`config.mk`:
```
export PLATFORM = sky130hd
export DESIGN_NAME = coa_group_accum
export DESIGN_NICKNAME = d
export VERILOG_FILES = /design/src/rtl/coa_group_accum.sv
export SDC_FILE = /design/constraint.sdc
export NUM_CORES = 1
export LEC_CHECK = 0
export BUFFER_PORTS_ARGS = -buffer_cell sky130_fd_sc_hd__clkbuf_2
export CAP_MARGIN = 20
export CORE_MARGIN = 2
export CORE_UTILIZATION = 30
export DETAILED_ROUTE_END_ITERATION = 16
export MAX_ROUTING_LAYER = met4
export SETUP_SLACK_MARGIN = 0.1
export SLEW_MARGIN = 20
export SYNTH_ARGS = -nofsm -noshare
export SYNTH_HDL_FRONTEND = slang
export SYNTH_SLANG_ARGS = --single-unit
```
`constraint.sdc`:
```
create_clock -name clk -period 5.1 [get_ports clk]
set_clock_uncertainty 0.15 [all_clocks]
set_input_delay 0.255 -clock clk [delete_from_list [all_inputs] [get_ports clk]]
set_output_delay 0.255 -clock clk [all_outputs]
set_load 0.02 [all_outputs]
```
`src/rtl/coa_group_accum.sv`:
```
// Group collector for the COA result stream: folds GROUP consecutive results into a
// sum/max pair and queues completed groups in a small FIFO behind a valid/ready port.
module coa_group_accum #(
    parameter int DW    = 10,
    parameter int GROUP = 4,
    parameter int SW    = 12,
    parameter int DEPTH = 2
) (
    input  logic                       clk,
    input  logic                       rst,
    input  logic [DW-1:0]              din,
    input  logic                       din_valid,
    output logic [SW-1:0]              sum_out,
    output logic [DW-1:0]              max_out,
    output logic                       out_valid,
    input  logic                       out_ready,
    output logic [$clog2(DEPTH):0]     fifo_level,
    output logic                       overflow
);

    localparam int CW = $clog2(GROUP);
    localparam int PW = (DEPTH > 1) ? $clog2(DEPTH) : 1;
    localparam int LW = $clog2(DEPTH) + 1;

    logic [SW-1:0] acc_q, acc_d;
    logic [DW-1:0] mx_q, mx_d;
    logic [CW-1:0] cnt_q, cnt_d;
    logic [PW-1:0] wr_ptr_q, wr_ptr_d;
    logic [PW-1:0] rd_ptr_q, rd_ptr_d;
    logic [LW-1:0] level_q, level_d;
    logic          overflow_q, overflow_d;

    logic [SW-1:0] sum_mem [DEPTH];
    logic [DW-1:0] max_mem [DEPTH];

    logic [SW-1:0] sum_full;
    logic [DW-1:0] max_full;
    logic          complete;
    logic          fifo_full;
    logic          pop;
    logic          push;

    assign sum_full  = acc_q + SW'(din);
    assign max_full  = (din > mx_q) ? din : mx_q;
    assign complete  = din_valid && (cnt_q == CW'(GROUP - 1));
    assign fifo_full = (level_q == LW'(DEPTH));
    assign out_valid = (level_q != '0);
    assign pop       = out_valid && out_ready;
    // A full FIFO still takes the new group when the head leaves on the same edge.
    assign push      = complete && (!fifo_full || pop);

    always_comb begin
        acc_d      = acc_q;
        mx_d       = mx_q;
        cnt_d      = cnt_q;
        wr_ptr_d   = wr_ptr_q;
        rd_ptr_d   = rd_ptr_q;
        level_d    = level_q;
        overflow_d = overflow_q;

        if (complete) begin
            acc_d = '0;
            mx_d  = '0;
            cnt_d = '0;
            if (!push) begin
                overflow_d = 1'b1;
            end
        end else if (din_valid) begin
            acc_d = sum_full;
            mx_d  = max_full;
            cnt_d = cnt_q + 1'b1;
        end

        if (push) begin
            wr_ptr_d = (wr_ptr_q == PW'(DEPTH - 1)) ? '0 : wr_ptr_q + 1'b1;
        end
        if (pop) begin
            rd_ptr_d = (rd_ptr_q == PW'(DEPTH - 1)) ? '0 : rd_ptr_q + 1'b1;
        end
        if (push && !pop) begin
            level_d = level_q + 1'b1;
        end else if (pop && !push) begin
            level_d = level_q - 1'b1;
        end
    end

    always_ff @(posedge clk) begin
        if (rst) begin
            acc_q      <= '0;
            mx_q       <= '0;
            cnt_q      <= '0;
            wr_ptr_q   <= '0;
            rd_ptr_q   <= '0;
            level_q    <= '0;
            overflow_q <= 1'b0;
        end else begin
            acc_q      <= acc_d;
            mx_q       <= mx_d;
            cnt_q      <= cnt_d;
            wr_ptr_q   <= wr_ptr_d;
            rd_ptr_q   <= rd_ptr_d;
            level_q    <= level_d;
            overflow_q <= overflow_d;
        end
    end

    // Storage needs no reset: the level counter gates everything that reads it.
    always_ff @(posedge clk) begin
        if (!rst && push) begin
            sum_mem[wr_ptr_q] <= sum_full;
            max_mem[wr_ptr_q] <= max_full;
        end
    end

    assign sum_out    = out_valid ? sum_mem[rd_ptr_q] : '0;
    assign max_out    = out_valid ? max_mem[rd_ptr_q] : '0;
    assign fifo_level = level_q;
    assign overflow   = overflow_q;

endmodule

```
# ---- Word-level counts from Yosys, hierarchy flattened
# Memory sizes are Yosys's and may differ from the RTL's. A register that Yosys moved wholly into a read port is not among the register bits.
# Index checks and enable logic that the tools add are counted.
dict set report classes {
  n_addsub 6
  n_lt_le_gt_ge 1
  eq_ne 2
  mux 13
  n_bitwise 1
  n_reduce_logical 15
}
# cell n
set ops {}
lappend ops {{$mux W10} 2}
lappend ops {{$add A12 B10 Y12} 1}
lappend ops {{$mux W12} 1}
lappend ops {{$gt A10 B10 Y1} 1}
lappend ops {{$mux W1} 8}
lappend ops {{$logic_and A1 B1 Y1} 6}
lappend ops {{$add A2 B1 Y2 const B} 2}
lappend ops {{$eq A2 B2 Y1 const B} 2}
lappend ops {{$logic_not A1 Y1} 4}
lappend ops {{$mux W2} 2}
lappend ops {{$reduce_bool A2 Y1} 2}
lappend ops {{$add A1 B1 Y1 const B} 2}
lappend ops {{$reduce_and A2 Y1} 1}
lappend ops {{$reduce_or A2 Y1} 1}
lappend ops {{$sub A2 B1 Y2 const B} 1}
lappend ops {{$logic_or A1 B1 Y1} 1}
lappend ops {{$not A1 Y1} 1}
dict set report totals {
  regBits 29
  mem_bits_rw 44
  input_bits 14
  out_inout_bits 26
  elab_cells 47
  n_memories 2
}
# name words width read_ports rd_clocked_by_memory_dff write_ports line_no
set memory_table {}
lappend memory_table {sum_mem 2 12 1 1 1 33} ;# logic [SW-1:0] sum_mem [DEPTH];
lappend memory_table {max_mem 2 10 1 1 1 34} ;# logic [DW-1:0] max_mem [DEPTH];

# ---- Logic depth before layout (Yosys ltp)
dict set report logic_depth {
  ltp_word 8
  mapped_depth 8
}

# ---- Worst setup path after synthesis
# No wires, ideal clock.
dict set report synth_path {
  path_type {reg-to-reg}
  start {register cnt_q[0]}
  end {memory max_mem[1][0] (enable)}
  arrival_ps 2590
  setup_slack_ps 1927
  path_stages_with_launch 5
  path_buffers 0
  synth_period_minus_slack_ps 3173
  path_cell_list {dfxtp_1 -> ha_1 -> nand2_1 -> or2_2 -> nor3b_1}
}
dict set report synth_between {
  elab_chain_cells 6
}
# item line_no
set synth_lines {}
lappend synth_lines {{start, declared} 27} ;# logic [CW-1:0] cnt_q, cnt_d;
lappend synth_lines {{start signal, assigned} 99} ;# cnt_q <= cnt_d;
lappend synth_lines {{$eq A2 B2 Y1} 45} ;# assign complete = din_valid && (cnt_q == CW'(GROUP - 1));
lappend synth_lines {{$logic_and A1 B1 Y1} 45}
lappend synth_lines {{$logic_and A1 B1 Y1} 50} ;# assign push = complete && (!fifo_full || pop);
lappend synth_lines {{$logic_and A1 B1 Y1} 109} ;# if (!rst && push) begin
lappend synth_lines {{$mux W1} 109}
lappend synth_lines {{$mux W1 (not written as such)} 111} ;# max_mem[wr_ptr_q] <= max_full;
lappend synth_lines {{end, declared} 34}
# No other way between the ends.

# ---- Final worst setup path
dict set report layout_path {
  start {register mx_q[7]}
  end {register mx_q[0]}
}
dict set report layout_between {
  elab_chain_cells 2
}
# item line_no
set layout_lines {}
lappend layout_lines {{start, declared} 26} ;# logic [DW-1:0] mx_q, mx_d;
lappend layout_lines {{start signal, assigned} 98} ;# mx_q <= mx_d;
lappend layout_lines {{$gt A10 B10 Y1} 44} ;# assign max_full = (din > mx_q) ? din : mx_q;
lappend layout_lines {{$mux W10} 44}
# No other way between the ends.
# A chain may end at the register's enable or synchronous reset.

==> summary.md <==
| Metric | Value |
|---|---|
| Mapped Area | 3887 um2 |
| Post-CTS setup buffer count | 0 |
| Max Cap Viol | 0 |
| Vias | 2646 |
| Clock Path Buffers | 2 |
| Worst skew pair latency | 0.33 ns |
| Worst-Margin Slew | 1.047 ns |
| RSZ-0062 raised after global routing | no |
| Area Growth Syn to Fin | 16.96% |
| Slowest stage delay, CP | 0.87 ns |
| First-pass GRT wire length | 13090 um |
| Synth Net Count | 390 |
| Worst-path clk slew | 0.06 ns |
| Synth Flop Type | edfxtp_1 |
| Number of fill cells | 1310 |
| Worst setup EP type | register |
| Fin crit share | 51.67% |
| Power consumption | 1.831 mW |
| Crit path buffers/inverters | 1 |
| Outcome | finished, final reports clean |
| Yosys warns | 0 |
| Area share of the largest cell type after synthesis | 33.99% |
| Pint | 1.232 mW |
| Async set-reset flop share out of synthesis | 0% |
| Hold Buf Count CTS | 0 |
| Storage cell area | 1922 um2 |
| Placer Congestion | 0.8394 |
| Commonest non-fill, non-tap cell in the layout | edfxtp_1 |
| Crit-path cells | inv_1 > ha_1 > nand4_1 > a211oi_2 > a2111oi_4 > nor3b_2 > mux2i_1 |
| Post-Route WL | 7826 um |
| Layout cell share with drive strength beyond 1 | 19.90% |
| Slew margin rel. | 29.87% |
| Post-synth EDFFs | 44 |
| VDD IR max | 0.2283 mV |
| Commonest cells after routing, fill and taps aside | edfxtp_1 (44), nor2_1 (40), mux2i_1 (39), clkbuf_2 (39) |
| Yosys cell types | 48 |
| Full die area | 13890 um2 |
| DR DRC count | 0 |
| WL/cell | 13.75 um |
| Initial antenna violation count | 0 |
| Nets | 429 |
| Vias per std cell | 4.650 |
| IO Port Bufs | 39 |
| Placement row count | 41 |
| First DRT Iteration DRCs | 132 |
| CTS tree | built |
| Die width | 117.8 um |
| Hold Crit Class | input port to register |
| Sw frac | 32.72% |
| GRT Total Usage | 12.20% |
| Crit-path max FO | 10 |
| Area contributors post-synth | edfxtp_1 (34%), dfxtp_1 (15%), mux2i_1 (10%), ha_1 (7.1%), mux2_4 (3.9%) |
| Critical path's slowest cell | nor3b_2 |
| Highest clock rate | 379.5 MHz |
| CTS H-tree depth | 3 |
| Initial core utilization | 30.81% |
| Setup TNS Final | 0 ns |
| Part of the power in registers | 39.2% |
| Clock share of power | 31.0% |
| Slew Viols, Final | 0 |
| Comb pwr share | 29.8% |
| Diode count | 0 |
| Area leader, netlist | edfxtp_1 |
| Mapped Avg Cell Area | 11.01 um2 |
| Crit Path Category | register to register |
| Total grt overflow | 0 |
| Root Buffer | clkbuf_16 |
| Top delay family on crit path | simple AND/OR/NAND/NOR gates |
| Endpoints failing hold | 0 |
| Startpoint Class | register |
| Switching Power | 0.5989 mW |
| Die H | 117.8 um |
| Vias in the first global route | 2728 |
| Dpl hpwl | 5554 um |
| Area of the multi-input gates | 1846 um2 |
| Syn Inst Count | 353 |
| Pwr/cell area | 402.6 nW/um2 |
| # IOs | 40 |
| Seq/Total Area, Yosys | 49.44% |
| Antenna Nets Post-Route | 0 |
| TritonRoute pass-1 iters | 4 |
| Post-CTS Resized | 0 |
| Largest net degree at the start of global routing | 29 |
| Post-synthesis register bit count | 74 |
| Crit path DAT | 2.74 ns |
| Tmin final | 2.635 ns |
| Clock buffer count from CTS | 9 |
| # setup viols final | 0 |
| Clock sink count | 74 |
| CORE AREA | 12620 um2 |
| CP required | 5.20 ns |
| Pleak | 1.794 nW |
logic make-up after synthesis:
kind of cell | synth area share, %
AO/OA/AOI/OAI | 8.208
XOR/XNOR | 2.929
adder cells (fa/ha/maj) | 7.596
buffers and inverters | 3.540
flip-flops | 49.44
multiplexers | 13.90
AND/OR/NAND/NOR | 14.39
worst min-delay path: stages:
cell      delay [ns]
clkbuf_2        0.11
nand2_1         0.06
mux2i_1         0.06
final timing paths:
check | start | to | slack, ns | depth (start not counted)
max reg2reg | mx_q[7]$_SDFFE_PP0P_ | mx_q[0]$_SDFFE_PP0P_ | 2.46 | 7
max | mx_q[7]$_SDFFE_PP0P_ | mx_q[0]$_SDFFE_PP0P_ | 2.46 | 7
min | din[5] | mx_q[5]$_SDFFE_PP0P_ | 0.06 | 3
min reg2reg | overflow$_SDFFE_PP0P_ | overflow$_SDFFE_PP0P_ | 0.32 | 2
power groups by stage:
stage | Clock [mW] | Combinational [mW] | Sequential [mW]
floorplan | 0 | 0.402 | 0.729
global placement | 0 | 0.541 | 0.727
detailed placement | 0 | 0.553 | 0.730
CTS | 0.586 | 0.557 | 0.717
global route | 0.615 | 0.608 | 0.723
finish | 0.567 | 0.546 | 0.717
registers in the layout, summed over array words and instances (netlist names), named ones only:
name        count
overflow        1
acc_q          12
sum_mem        24
cnt_q           2
wr_ptr_q        1
fifo_level      2
max_mem        20
mx_q           10
rd_ptr_q        1
layer usage:
metal	global-route usage (%)	part of all wire [%]	up-vias
met5	-	0	-
met4	3.614	1.3	0
met3	3.295	3.8	9
met2	20.60	49	56
met1	14.24	46	1249
li1	-	-	1332
metrics by stage:
step | utilization (%) | worst slack, ns | instance area (um2) | cells | hold WS [ns]
2_1_floorplan | - | 1.927 | 3887 | 353 | 0.2471
3_3_place_gp | 33.82 | 2.536 | 4268 | 553 | 0.3051
3_5_place_dp | 33.82 | 2.438 | 4268 | 553 | 0.3141
4_1_cts | 35.97 | 2.425 | 4539 | 569 | 0.05979
5_1_grt | 36.03 | 2.271 | 4547 | 569 | 0.05812
6_report | 36.03 | 2.465 | 4547 | 569 | 0.06244
synth_stat cells, types with 5 or more instances:
master,number
nor2_1,40
nand4_1,6
nand2_1,30
dfxtp_1,30
mux2_4,10
ha_1,22
clkbuf_1,7
o21ai_0,8
nor2b_1,11
xnor2_1,7
a21oi_1,16
inv_1,18
xor2_1,6
mux2i_1,39
buf_2,5
edfxtp_1,44
final cells by class:
| class | instances | area share [%] |
|---|---|---|
| Inverter | 18 | 1.486 |
| Tap cell | 172 | 4.733 |
| Sequential cell | 74 | 42.27 |
| Clock inverter | 6 | 0.9356 |
| Timing Repair Buffer | 43 | 4.953 |
| Multi-Input combinational cell | 246 | 40.59 |
| Clock buffer | 10 | 5.036 |
(Power assumes the default switching activity.)
